--- src/rtl/gate_sweep_pkg.sv ---
// Shared types and 2-input truth tables for the gate sweeper.
// Truth tables are indexed by {b,a}: bit i is the expected output when stim == i.
package gate_sweep_pkg;

  typedef enum logic [1:0] {
    ST_IDLE   = 2'd0,
    ST_SETTLE = 2'd1,
    ST_SAMPLE = 2'd2,
    ST_DONE   = 2'd3
  } state_t;

  localparam logic [3:0] TT_NOR  = 4'b0001;
  localparam logic [3:0] TT_OR   = 4'b1110;
  localparam logic [3:0] TT_AND  = 4'b1000;
  localparam logic [3:0] TT_NAND = 4'b0111;
  localparam logic [3:0] TT_XOR  = 4'b0110;
  localparam logic [3:0] TT_XNOR = 4'b1001;

endpackage

--- src/rtl/gate_sweeper.sv ---
// Exhaustive in-hardware checker for an N_IN-input combinational gate: walks every
// input vector in ascending order, holds each for SETTLE cycles, then samples resp.
module gate_sweeper
  import gate_sweep_pkg::*;
#(
  parameter int                     N_IN   = 2,
  parameter logic [(1<<N_IN)-1:0]   TRUTH  = TT_NOR,
  parameter int                     SETTLE = 2
) (
  input  logic            clk,
  input  logic            rst_n,
  input  logic            start,
  output logic [N_IN-1:0] stim,
  input  logic            resp,
  output logic            busy,
  output logic            done,
  output logic            pass,
  output logic [N_IN:0]   err_count,
  output logic            fail_valid,
  output logic [N_IN-1:0] first_fail_idx
);

  localparam int                CW          = (SETTLE > 1) ? $clog2(SETTLE) : 1;
  localparam logic [CW-1:0]     SETTLE_LAST = CW'(SETTLE - 1);
  localparam logic [N_IN-1:0]   IDX_LAST    = '1;
  localparam logic [N_IN:0]     ERR_MAX     = (N_IN + 1)'(1 << N_IN);

  state_t            state_q, state_d;
  logic [N_IN-1:0]   idx_q, idx_d;
  logic [CW-1:0]     cnt_q, cnt_d;
  logic [N_IN:0]     err_q, err_d;
  logic              fv_q, fv_d;
  logic [N_IN-1:0]   ffi_q, ffi_d;
  logic              pass_q, pass_d;
  logic              mismatch;

  always_comb begin
    state_d  = state_q;
    idx_d    = idx_q;
    cnt_d    = cnt_q;
    err_d    = err_q;
    fv_d     = fv_q;
    ffi_d    = ffi_q;
    pass_d   = pass_q;
    // Case inequality so an X/Z response is flagged as a failure in simulation.
    mismatch = (resp !== TRUTH[idx_q]);

    case (state_q)
      ST_IDLE: begin
        if (start) begin
          state_d = ST_SETTLE;
          idx_d   = '0;
          cnt_d   = '0;
          err_d   = '0;
          fv_d    = 1'b0;
          ffi_d   = '0;
          pass_d  = 1'b0;
        end
      end
      ST_SETTLE: begin
        if (cnt_q == SETTLE_LAST) begin
          cnt_d   = '0;
          state_d = ST_SAMPLE;
        end else begin
          cnt_d = cnt_q + 1'b1;
        end
      end
      ST_SAMPLE: begin
        if (mismatch) begin
          if (err_q != ERR_MAX) err_d = err_q + 1'b1;
          if (!fv_q) begin
            fv_d  = 1'b1;
            ffi_d = idx_q;
          end
        end
        if (idx_q == IDX_LAST) begin
          // Verdict uses err_d so the final vector's result is included.
          pass_d  = (err_d == '0);
          state_d = ST_DONE;
        end else begin
          idx_d   = idx_q + 1'b1;
          state_d = ST_SETTLE;
        end
      end
      ST_DONE: state_d = ST_IDLE;
      default: state_d = ST_IDLE;
    endcase
  end

  always_ff @(posedge clk or negedge rst_n) begin
    if (!rst_n) begin
      state_q <= ST_IDLE;
      idx_q   <= '0;
      cnt_q   <= '0;
      err_q   <= '0;
      fv_q    <= 1'b0;
      ffi_q   <= '0;
      pass_q  <= 1'b0;
    end else begin
      state_q <= state_d;
      idx_q   <= idx_d;
      cnt_q   <= cnt_d;
      err_q   <= err_d;
      fv_q    <= fv_d;
      ffi_q   <= ffi_d;
      pass_q  <= pass_d;
    end
  end

  // The vector index doubles as the stimulus: it only moves when leaving IDLE or SAMPLE.
  assign stim           = idx_q;
  assign busy           = (state_q == ST_SETTLE) || (state_q == ST_SAMPLE);
  assign done           = (state_q == ST_DONE);
  assign pass           = pass_q;
  assign err_count      = err_q;
  assign fail_valid     = fv_q;
  assign first_fail_idx = ffi_q;

endmodule

--- config.mk ---
export PLATFORM = sky130hd
export DESIGN_NAME = gate_sweeper
export DESIGN_NICKNAME = d
export VERILOG_FILES = /design/src/rtl/gate_sweep_pkg.sv /design/src/rtl/gate_sweeper.sv
export SDC_FILE = /design/constraint.sdc
export NUM_CORES = 1
export LEC_CHECK = 0
export ABC_AREA = 1
export CORE_MARGIN = 10
export CORE_UTILIZATION = 35
export CTS_CLUSTER_DIAMETER = 200
export DETAILED_ROUTE_END_ITERATION = 8
export PLACE_DENSITY = 0.57
export RECOVER_POWER = 50
export SLEW_MARGIN = 40
export SYNTH_ARGS = -nofsm -noshare
export SYNTH_HDL_FRONTEND = slang
export SYNTH_SLANG_ARGS = --single-unit
--- constraint.sdc ---
create_clock -name clk -period 1.7 [get_ports clk]
set_input_delay 0.51 -clock clk [delete_from_list [all_inputs] [get_ports clk]]
set_output_delay 0.51 -clock clk [all_outputs]
set_load 0.05 [all_outputs]
==> metrics.txt, run 1 <==
outcome finished clean; final clock skew 0.00313 ns; remaining number of nets flagged by the antenna check after routing 0; average wire per cell in the routed design 11.6 µm; data arrival time of the worst path 1.14 ns; XOR/XNOR Fraction of Synth Area 0; area of the placeable core 0.00217 mm²; dominant combinational cell family by area after synthesis simple AND/OR/NAND/NOR gates; initial core utilization 0.359; combinational share of power 0.713; number of enable-type register cells in the synthesized netlist 0; number of cell rows 17; Yosys reg bits 12; simple-gate portion of the synthesized area 0.262; final total power 2.28 mW; crit-path cells inv_2 > ha_4 > buf_12; die outline width 67.2 µm; GR Layer Usage met3 0.0347; critical path class register to primary output; number of max-cap violations 0; Top-Level Pins 15; switching power as a share of total power 0.494; count of pins over their slew limit 0; portion of netlist area occupied by mux cells 0; Port-buffer cells 14; minimum clock period 1.65 ns; Internal Dissipation 1.16 mW; clock buffers created by TritonCTS 3; portion of total power attributed to sequential cells 0.213; Min-Delay Path Class register to register; initial drt markers 28; fraction of met2 tracks used by global routing 0.137; final layout net count 135; vias in the first global route 718; Warnings, synthesis 0; top cell type's share of synthesized area 0.386; CP startpoint kind register; clock network fraction of design power 0.074; total number of H-tree levels 1; Cells after Synth 98; final worst-path cycle share 0.972; fmax 0.605 GHz; crit path setup slack, layout 0.0474 ns; number of hold violations in the final report 0; antenna violations before repair 0; path depth of the worst reg2reg path 7; Primary FF master, synth sky130_fd_sc_hd__dfrtp_1; slowest CP cell sky130_fd_sc_hd__dfrtp_1; global-route wire length before repair 3040 µm; Die Span Y 67.2 µm; fraction of the mapped netlist area in adder cells 0.145; TNS Setup 0 ns; total grt overflow 0; highest-count cells in the layout ignoring fill and taps sky130_fd_sc_hd__nand2_1 (31), sky130_fd_sc_hd__dfrtp_1 (12), sky130_fd_sc_hd__inv_1 (11), sky130_fd_sc_hd__nand3_1 (8), sky130_fd_sc_hd__buf_12 (8); met1 usage in global routing 0.0937; Clock Latency Late Sink 0.27 ns; cells taking the most area after synthesis sky130_fd_sc_hd__dfrtp_1 (39%), sky130_fd_sc_hd__nand2_1 (15%), sky130_fd_sc_hd__ha_1 (14%); transition time at the pin with the least slew margin 0.653 ns; global routing's busiest layer met2; cell area power density 2080 mW/mm²; switching power summed over all nets 1.13 mW; Rel. slew slack 0.565; full die area 0.00451 mm²; Peak supply drop 1340 µV; number of buffers on the longest clock path 2; Critical Path Max Stage Delay 0.39 ns; largest area contributor in the netlist sky130_fd_sc_hd__dfrtp_1; crit-path max FO 3; gpl congestion 0.707; Setup crit end kind primary output; number of vias after detailed routing 668; global routing usage summed across all routing layers 0.0851; HPWL after detailed placement 1340 µm; DRT Pass-1 Iters 4; CTS tree done; DRT Wirelength 1720 µm; number of remaining DRC errors 0; post-synth design cell area 778 µm²; post-route cell area 0.00110 mm²; library cell used as clock root buffer sky130_fd_sc_hd__clkbuf_4; fraction of layout cells with a size suffix above 1 0.242; worst hold path stage count 2; clock transition at the registers of the reported paths 0.07 ns; number of fill cells in the layout 221; required time worst endpoint 1.19 ns; Area growth syn-to-layout 40.8%; share of the yosys chip area belonging to registers 0.386; Final setup viols 0; ys async rst share 1.00; number of clock sinks 12; Avg Inst Size Synth 7.94 µm²; number of antenna repair diodes 0; Mapped Nets 111; compound-gate portion of the synthesized area 0.117; Post-Place Setup Slack 0.0596 ns; Post-Place Cell Area 0.00107 mm²; pin count of the biggest net entering global routing 13; leakage 0.529 nW; most common library cell in the layout ignoring fill and taps sky130_fd_sc_hd__nand2_1; vias per cell 4.51; Yosys cell types 17; fin util 0.505
[kinds of logic (layout without fill, tap and decap cells)]
logic type / Yosys count / after routing
AND/OR/NAND/NOR: 46 / 46
buffers and inverters: 16 / 38
AO/OA/AOI/OAI: 15 / 15
flip-flops: 12 / 12
adder cells (fa/ha/maj): 9 / 9
[state kept, by name (all words and copies together) (netlist names)]
name	flops
first_fail_idx	2
pass	1
stim	2
state_q	2
cnt_q	1
fail_valid	1
err_count	3
[layer usage]
layer | share of wire | vias to the layer above
li1 | - | 360
met1 | 0.42 | 290
met2 | 0.49 | 14
met3 | 0.075 | 4
met4 | 0.013 | 0
met5 | 0 | -
[worst max-delay path: cells and delay by family, from the launching register on]
kind       cells  cell delay [ns]
fa+ha+maj      1             0.28
flops          1             0.39
buf+inv        2             0.21
[power by group through the flow]
stage	sequential, mW	clock, mW	combinational, mW
after floorplan	0.648	0	0.795
after global placement	0.506	0	1.49
after detailed placement	0.504	0	1.52
after CTS	0.491	0.177	1.61
after global routing	0.502	0.199	1.80
final	0.486	0.170	1.63
[stage by stage]
stage | std cells | hold slack [ns]
after floorplan | 98 | 0.214
after global placement | 141 | 0.499
after detailed placement | 141 | 0.514
after CTS | 146 | 0.530
after global routing | 148 | 0.527
final | 148 | 0.489
[Yosys cell counts (2+ instances only)]
cell                      count
sky130_fd_sc_hd__ha_1         9
sky130_fd_sc_hd__o21ai_1      5
sky130_fd_sc_hd__o22ai_1      2
sky130_fd_sc_hd__nor2_4       2
sky130_fd_sc_hd__nand3_1      8
sky130_fd_sc_hd__inv_1       13
sky130_fd_sc_hd__dfrtp_1     12
sky130_fd_sc_hd__nor2_1       4
sky130_fd_sc_hd__nand2_1     31
sky130_fd_sc_hd__o21ai_0      5
[area by class of cell]
type	count	area [µm²]	area share
multi-input combinational	70	433	0.395
sequential	12	300	0.274
timing repair buffer	20	246	0.225
inverter	15	58.8	0.0537
tap	28	35.0	0.0320
clock buffer	3	22.5	0.0205
[what timing repair did]
| item | in CTS | in global routing |
|---|---|---|
| endpoints found under the setup margin | 1 | 2 |
| resized for setup | 4 | 1 |
| setup buffers | 2 | 2 |
| cloned | 0 | 0 |
| endpoints found under the hold margin | 0 | 0 |
| pin swaps | 0 | 0 |
| hold buffers | 0 | 0 |
[worst paths after layout]
path | slack, ns | startpoint | end
max | 0.05 | state_q[1] | busy
min | 0.49 | pass | pass
max reg2reg | 0.16 | state_q[1] | stim[0]
min reg2reg | 0.49 | pass | pass
max in group asynchronous | 0.51 | rst_n | first_fail_idx[1]
min in group asynchronous | 0.78 | rst_n | state_q[0]
Power figures use the tool's default switching activity.
==> inputs of run 2 (changes only) <==
--- a/config.mk
+++ b/config.mk
@@ -12,6 +12,7 @@
 export DETAILED_ROUTE_END_ITERATION = 8
 export PLACE_DENSITY = 0.57
 export RECOVER_POWER = 50
+export SKIP_CTS_REPAIR_TIMING = 1
 export SLEW_MARGIN = 40
 export SYNTH_ARGS = -nofsm -noshare
 export SYNTH_HDL_FRONTEND = slang
==> run 2 against run 1 <==
  * Sequential cell count unchanged
  * Via count increased by 0.45%
  * Combinational power decreased by 4%
  * Maximum frequency decreased by 1.5%
  * Worst setup slack got worse by 0.025 ns
  * Cell area decreased by 2.1%
  * Register-to-register slack about the same
  * First-iteration DRC count decreased by 3.6%
  * Total power decreased by 2.5%
  * Count of clock-buffer cells in the layout unchanged
  * Critical endpoint unchanged
  * Largest power group unchanged
==> metrics.txt, run 2 (synthesized netlist as in run 1, its figures left out) <==
leakage 0.521 nW (-1.5%); clock buffers created by TritonCTS 3 (unchanged); vias in the first global route 701 (-2.4%); Clock Latency Late Sink 0.27 ns (about the same); remaining number of nets flagged by the antenna check after routing 0 (unchanged); vias per cell 4.56 (+1.1%); cell area power density 2070 mW/mm² (-0.43%); full die area 0.00451 mm² (unchanged); critical path class register to primary output; crit path setup slack, layout 0.0226 ns (-0.0247 ns); antenna violations before repair 0 (unchanged); Rel. slew slack 0.570 (+0.00467); CP startpoint kind register; initial drt markers 27 (-3.6%); portion of total power attributed to sequential cells 0.217 (+0.004); switching power as a share of total power 0.500 (+0.00650); global routing usage summed across all routing layers 0.0827 (-0.00235); final layout net count 134 (-0.74%); clock network fraction of design power 0.077 (+0.003); DRT Wirelength 1690 µm (-1.6%); HPWL after detailed placement 1340 µm (unchanged); number of hold violations in the final report 0 (unchanged); combinational share of power 0.706 (-0.007); Post-Place Cell Area 0.00107 mm² (unchanged); max FFs per register 3 (unchanged); pin count of the biggest net entering global routing 13 (unchanged); number of cell rows 17 (unchanged); most common library cell in the layout ignoring fill and taps sky130_fd_sc_hd__nand2_1; number of remaining DRC errors 0 (unchanged); number of antenna repair diodes 0 (unchanged); number of vias after detailed routing 671 (+0.45%); final total power 2.23 mW (-2.5%); transition time at the pin with the least slew margin 0.646 ns (-0.00701 ns); setup repair after global routing missed its margin yes; minimum clock period 1.68 ns (+0.0247 ns); final clock skew 0.00624 ns (+0.00311 ns); Final setup viols 0 (unchanged); clock transition at the registers of the reported paths 0.07 ns (about the same); count of pins over their slew limit 0 (unchanged); average wire per cell in the routed design 11.5 µm (-0.96%); crit-path max FO 4 (+1); outcome finished clean; CTS tree done; number of buffers on the longest clock path 2 (unchanged); initial core utilization 0.359 (unchanged); Internal Dissipation 1.11 mW (-3.7%); number of fill cells in the layout 220 (-0.45%); Port-buffer cells 14 (unchanged); switching power summed over all nets 1.11 mW (-1.2%); highest-count cells in the layout ignoring fill and taps sky130_fd_sc_hd__nand2_1 (31), sky130_fd_sc_hd__inv_1 (12), sky130_fd_sc_hd__dfrtp_1 (12), sky130_fd_sc_hd__nand3_1 (8); number of max-cap violations 0 (unchanged); Setup crit end kind primary output; required time worst endpoint 1.19 ns (about the same); Die Span Y 67.2 µm (unchanged); Top-Level Pins 15 (unchanged); Min-Delay Path Class register to register; Post-Place Setup Slack 0.0596 ns (unchanged); number of clock sinks 12 (unchanged); die outline width 67.2 µm (unchanged); DRT Pass-1 Iters 4 (unchanged); gpl congestion 0.707 (unchanged); Area growth syn-to-layout 37.9%; final worst-path cycle share 0.987 (+0.0145); global-route wire length before repair 2950 µm (-3.0%); total number of H-tree levels 1 (unchanged); data arrival time of the worst path 1.17 ns (+0.03 ns); post-route cell area 0.00107 mm² (-2.1%); total grt overflow 0 (unchanged); library cell used as clock root buffer sky130_fd_sc_hd__clkbuf_4; Peak supply drop 1340 µV (-0.12%); fmax 0.596 GHz (-1.5%); area of the placeable core 0.00217 mm² (unchanged); fraction of layout cells with a size suffix above 1 0.227 (-0.0148)
-- run 2: cell types whose count changed in the layout (fill, tap and decap cells not counted), sizes merged --
cell    before  now
clkbuf       7    8
buf         13   11
-- run 2: power by group through the flow --
stage | combinational [mW] | sequential (mW) | clock (mW)
after floorplan | 0.795 | 0.648 | 0
after global placement | 1.49 | 0.506 | 0
after detailed placement | 1.52 | 0.504 | 0
after CTS | 1.52 | 0.498 | 0.177
after global routing | 1.74 | 0.499 | 0.199
final | 1.57 | 0.483 | 0.172
-- run 2: worst paths after layout --
check	startpoint	slack [ns]	cells past startpoint	end
max in group asynchronous	rst_n	0.51	2	first_fail_idx[1]
min in group asynchronous	rst_n	0.77	2	err_count[1]
min	pass	0.49	2	pass
max	state_q[1]	0.02	3	busy
max reg2reg	state_q[0]	0.17	7	stim[0]
min reg2reg	pass	0.49	2	pass
-- run 2: per-layer routing --
| metal | vias to the layer above | wire (µm) | part of all wire | global-route usage |
|---|---|---|---|---|
| met5 | - | 0 | 0 | 0 |
| met4 | 0 | 23 | 0.014 | 0.0462 |
| met3 | 4 | 136 | 0.080 | 0.0347 |
| met2 | 18 | 819 | 0.48 | 0.132 |
| met1 | 292 | 716 | 0.42 | 0.0918 |
| li1 | 357 | - | - | - |
-- run 2: metrics by stage --
| stage | util | hold slack [ns] | TNS (ns) | instances |
|---|---|---|---|---|
| after global routing | 0.495 | 0.527 | -0.0174 | 147 |
| after floorplan | - | 0.214 | 0 | 98 |
| after global placement | 0.492 | 0.499 | 0 | 141 |
| after CTS | 0.502 | 0.530 | -0.117 | 144 |
| final | 0.495 | 0.490 | 0 | 147 |
| after detailed placement | 0.492 | 0.514 | 0 | 141 |
-- run 2: layout make-up --
type,count,area (µm²),area share
multi-input cells,70,433,0.403
clock buffers,3,22.5,0.0210
inverters,15,58.8,0.0548
well taps,28,35.0,0.0326
flip-flops and latches,12,300,0.280
repair buffers,19,224,0.209
-- run 2: critical path, stage by stage (launching register included) --
cell                      delay (ns)
sky130_fd_sc_hd__dfrtp_1        0.42
sky130_fd_sc_hd__inv_2          0.12
sky130_fd_sc_hd__ha_4           0.22
sky130_fd_sc_hd__buf_12         0.14
==> inputs of run 3 (changes only) <==
--- a/config.mk
+++ b/config.mk
@@ -6,7 +6,7 @@
 export NUM_CORES = 1
 export LEC_CHECK = 0
 export ABC_AREA = 1
-export CORE_MARGIN = 10
+export CORE_MARGIN = 4
 export CORE_UTILIZATION = 35
 export CTS_CLUSTER_DIAMETER = 200
 export DETAILED_ROUTE_END_ITERATION = 8
==> run 3 against run 2 <==
  * Via count up 2.4%
  * Worst setup slack lost 0.017 ns
  * Clock power increased by 32%
  * Critical path depth stayed put
  * Combinational power hardly changed
  * Sequential power is 3% higher
  * Critical path type unchanged
  * Non-clock buffer count grew 1
  * Largest cell class unchanged
  * Total power grew 3.7%
  * Hold slack better by 0.0086 ns
==> metrics.txt, run 3 (synthesized netlist as in run 1, its figures left out) <==
HPWL after detailed placement 1280 µm (-4.4%); final worst-path cycle share 0.997 (+0.00998); Post-Place Setup Slack 0.0521 ns (-0.00757 ns); number of hold violations in the final report 0 (unchanged); vias per cell 4.64 (+1.7%); critical path class register to primary output; antenna violations before repair 0 (unchanged); highest-count cells in the layout ignoring fill and taps sky130_fd_sc_hd__nand2_1 (31), sky130_fd_sc_hd__inv_1 (12), sky130_fd_sc_hd__dfrtp_1 (12), sky130_fd_sc_hd__nand3_1 (8), sky130_fd_sc_hd__buf_12 (8); number of clock sinks 12 (unchanged); total grt overflow 0 (unchanged); Top-Level Pins 15 (unchanged); clock transition at the registers of the reported paths 0.08 ns (about the same); dominant delay contributor by cell family on the critical path flip-flops; most common library cell in the layout ignoring fill and taps sky130_fd_sc_hd__nand2_1; crit-path cells inv_2 > ha_4 > buf_12; die outline width 55.2 µm (-18%); vias in the first global route 648 (-7.6%); Detail Route met3 WL 53 µm (-61%); slowest CP cell sky130_fd_sc_hd__dfrtp_1; leakage 0.536 nW (+2.8%); area of the placeable core 0.00204 mm² (-5.9%); remaining number of nets flagged by the antenna check after routing 0 (unchanged); number of remaining DRC errors 0 (unchanged); crit-path max FO 4 (unchanged); required time worst endpoint 1.19 ns (about the same); Critical Path Max Stage Delay 0.42 ns (about the same); pin count of the biggest net entering global routing 13 (unchanged); global routing usage summed across all routing layers 0.125 (+0.0421); data arrival time of the worst path 1.18 ns (about the same); total number of H-tree levels 1 (unchanged); outcome finished clean; full die area 0.00304 mm² (-33%); Post-Place Cell Area 0.00107 mm² (+0.59%); transition time at the pin with the least slew margin 0.649 ns (+0.00330 ns); Rel. slew slack 0.567 (-0.00220); Min-Delay Path Class register to register; post-route cell area 0.00110 mm² (+2.3%); number of vias after detailed routing 687 (+2.4%); cell area power density 2100 mW/mm² (+1.4%); fraction of layout cells with a size suffix above 1 0.240 (+0.0128); Final setup viols 0 (unchanged); Port-buffer cells 14 (unchanged); path depth of the worst reg2reg path 8 (+1); DRT Wirelength 1640 µm (-3.1%); number of antenna repair diodes 0 (unchanged); TNS Setup 0 ns (unchanged); DRT Pass-1 Iters 4 (unchanged); crit path setup slack, layout 0.00567 ns (-0.0170 ns); Routed met1 length 734 µm (+2.5%); CTS tree done; final layout net count 135 (+0.75%); average wire per cell in the routed design 11.1 µm (-3.8%); max FFs per register 3 (unchanged); WP depth 3 (unchanged); minimum clock period 1.69 ns (+0.0170 ns); library cell used as clock root buffer sky130_fd_sc_hd__clkbuf_4; CP startpoint kind register; number of max-cap violations 0 (unchanged); initial drt markers 20 (-26%); worst path bufs/invs 2 (unchanged); Die Span Y 55.2 µm (-18%); initial core utilization 0.381 (+0.0224); setup repair after global routing missed its margin yes; worst hold path stage count 2 (unchanged); count of pins over their slew limit 0 (unchanged); Area growth syn-to-layout 41.2%; met2 WL post-DR 793 µm (-3.2%); Clock Latency Late Sink 0.28 ns (about the same); top routing layer in use met4; final clock skew 0.00583 ns (-0.000415 ns); gpl congestion 0.766 (+8.3%); global-route wire length before repair 2700 µm (-8.5%); number of buffers on the longest clock path 2 (unchanged); clock buffers created by TritonCTS 3 (unchanged); Setup crit end kind primary output; number of cell rows 16 (-1); Peak supply drop 1550 µV (+16%); fmax 0.590 GHz (-1.0%)
-- run 3: per-layer routing --
layer  track usage  vias up
li1              -      358
met1         0.154      309
met2         0.201       13
met3        0.0241        7
met4        0.0729        0
met5             0        -
-- run 3: area by class of cell --
class / instances / area (µm²)
Tap cell: 27 / 33.8
Timing Repair Buffer: 20 / 246
Fill cell: 209 / 943
Inverter: 15 / 58.8
Clock buffer: 4 / 36.3
Sequential cell: 12 / 300
Multi-Input combinational cell: 70 / 423
-- run 3: report_power, final --
group          leakage [nW]  total [mW]  internal [mW]  switching (mW)
combinational         0.356        1.59          0.684           0.903
clock                0.0210       0.227          0.130          0.0962
sequential            0.158       0.497          0.380           0.117
total                 0.536        2.31           1.19            1.12
-- run 3: final timing paths --
kind                             from                end  slack (ns)
max in group asynchronous       rst_n         state_q[0]        0.52
min in group asynchronous       rst_n            stim[1]        0.76
min reg2reg                      pass               pass        0.50
min                              pass               pass        0.50
max reg2reg                state_q[0]  first_fail_idx[1]        0.14
max                        state_q[1]               busy       0.006
-- run 3: worst min-delay path: cells and delay by family, from the launching register on --
kind,cells,cell delay [ns]
flip-flops,1,0.35
AND/OR/NAND/NOR,2,0.11
-- run 3: stage by stage --
stage	hold WS [ns]	util	power [mW]	cells
floorplan	0.214	-	1.44	98
global placement	0.494	0.526	2.00	141
detailed placement	0.510	0.526	2.03	141
CTS	0.525	0.544	2.27	145
global route	0.546	0.538	2.51	148
finish	0.498	0.538	2.31	148
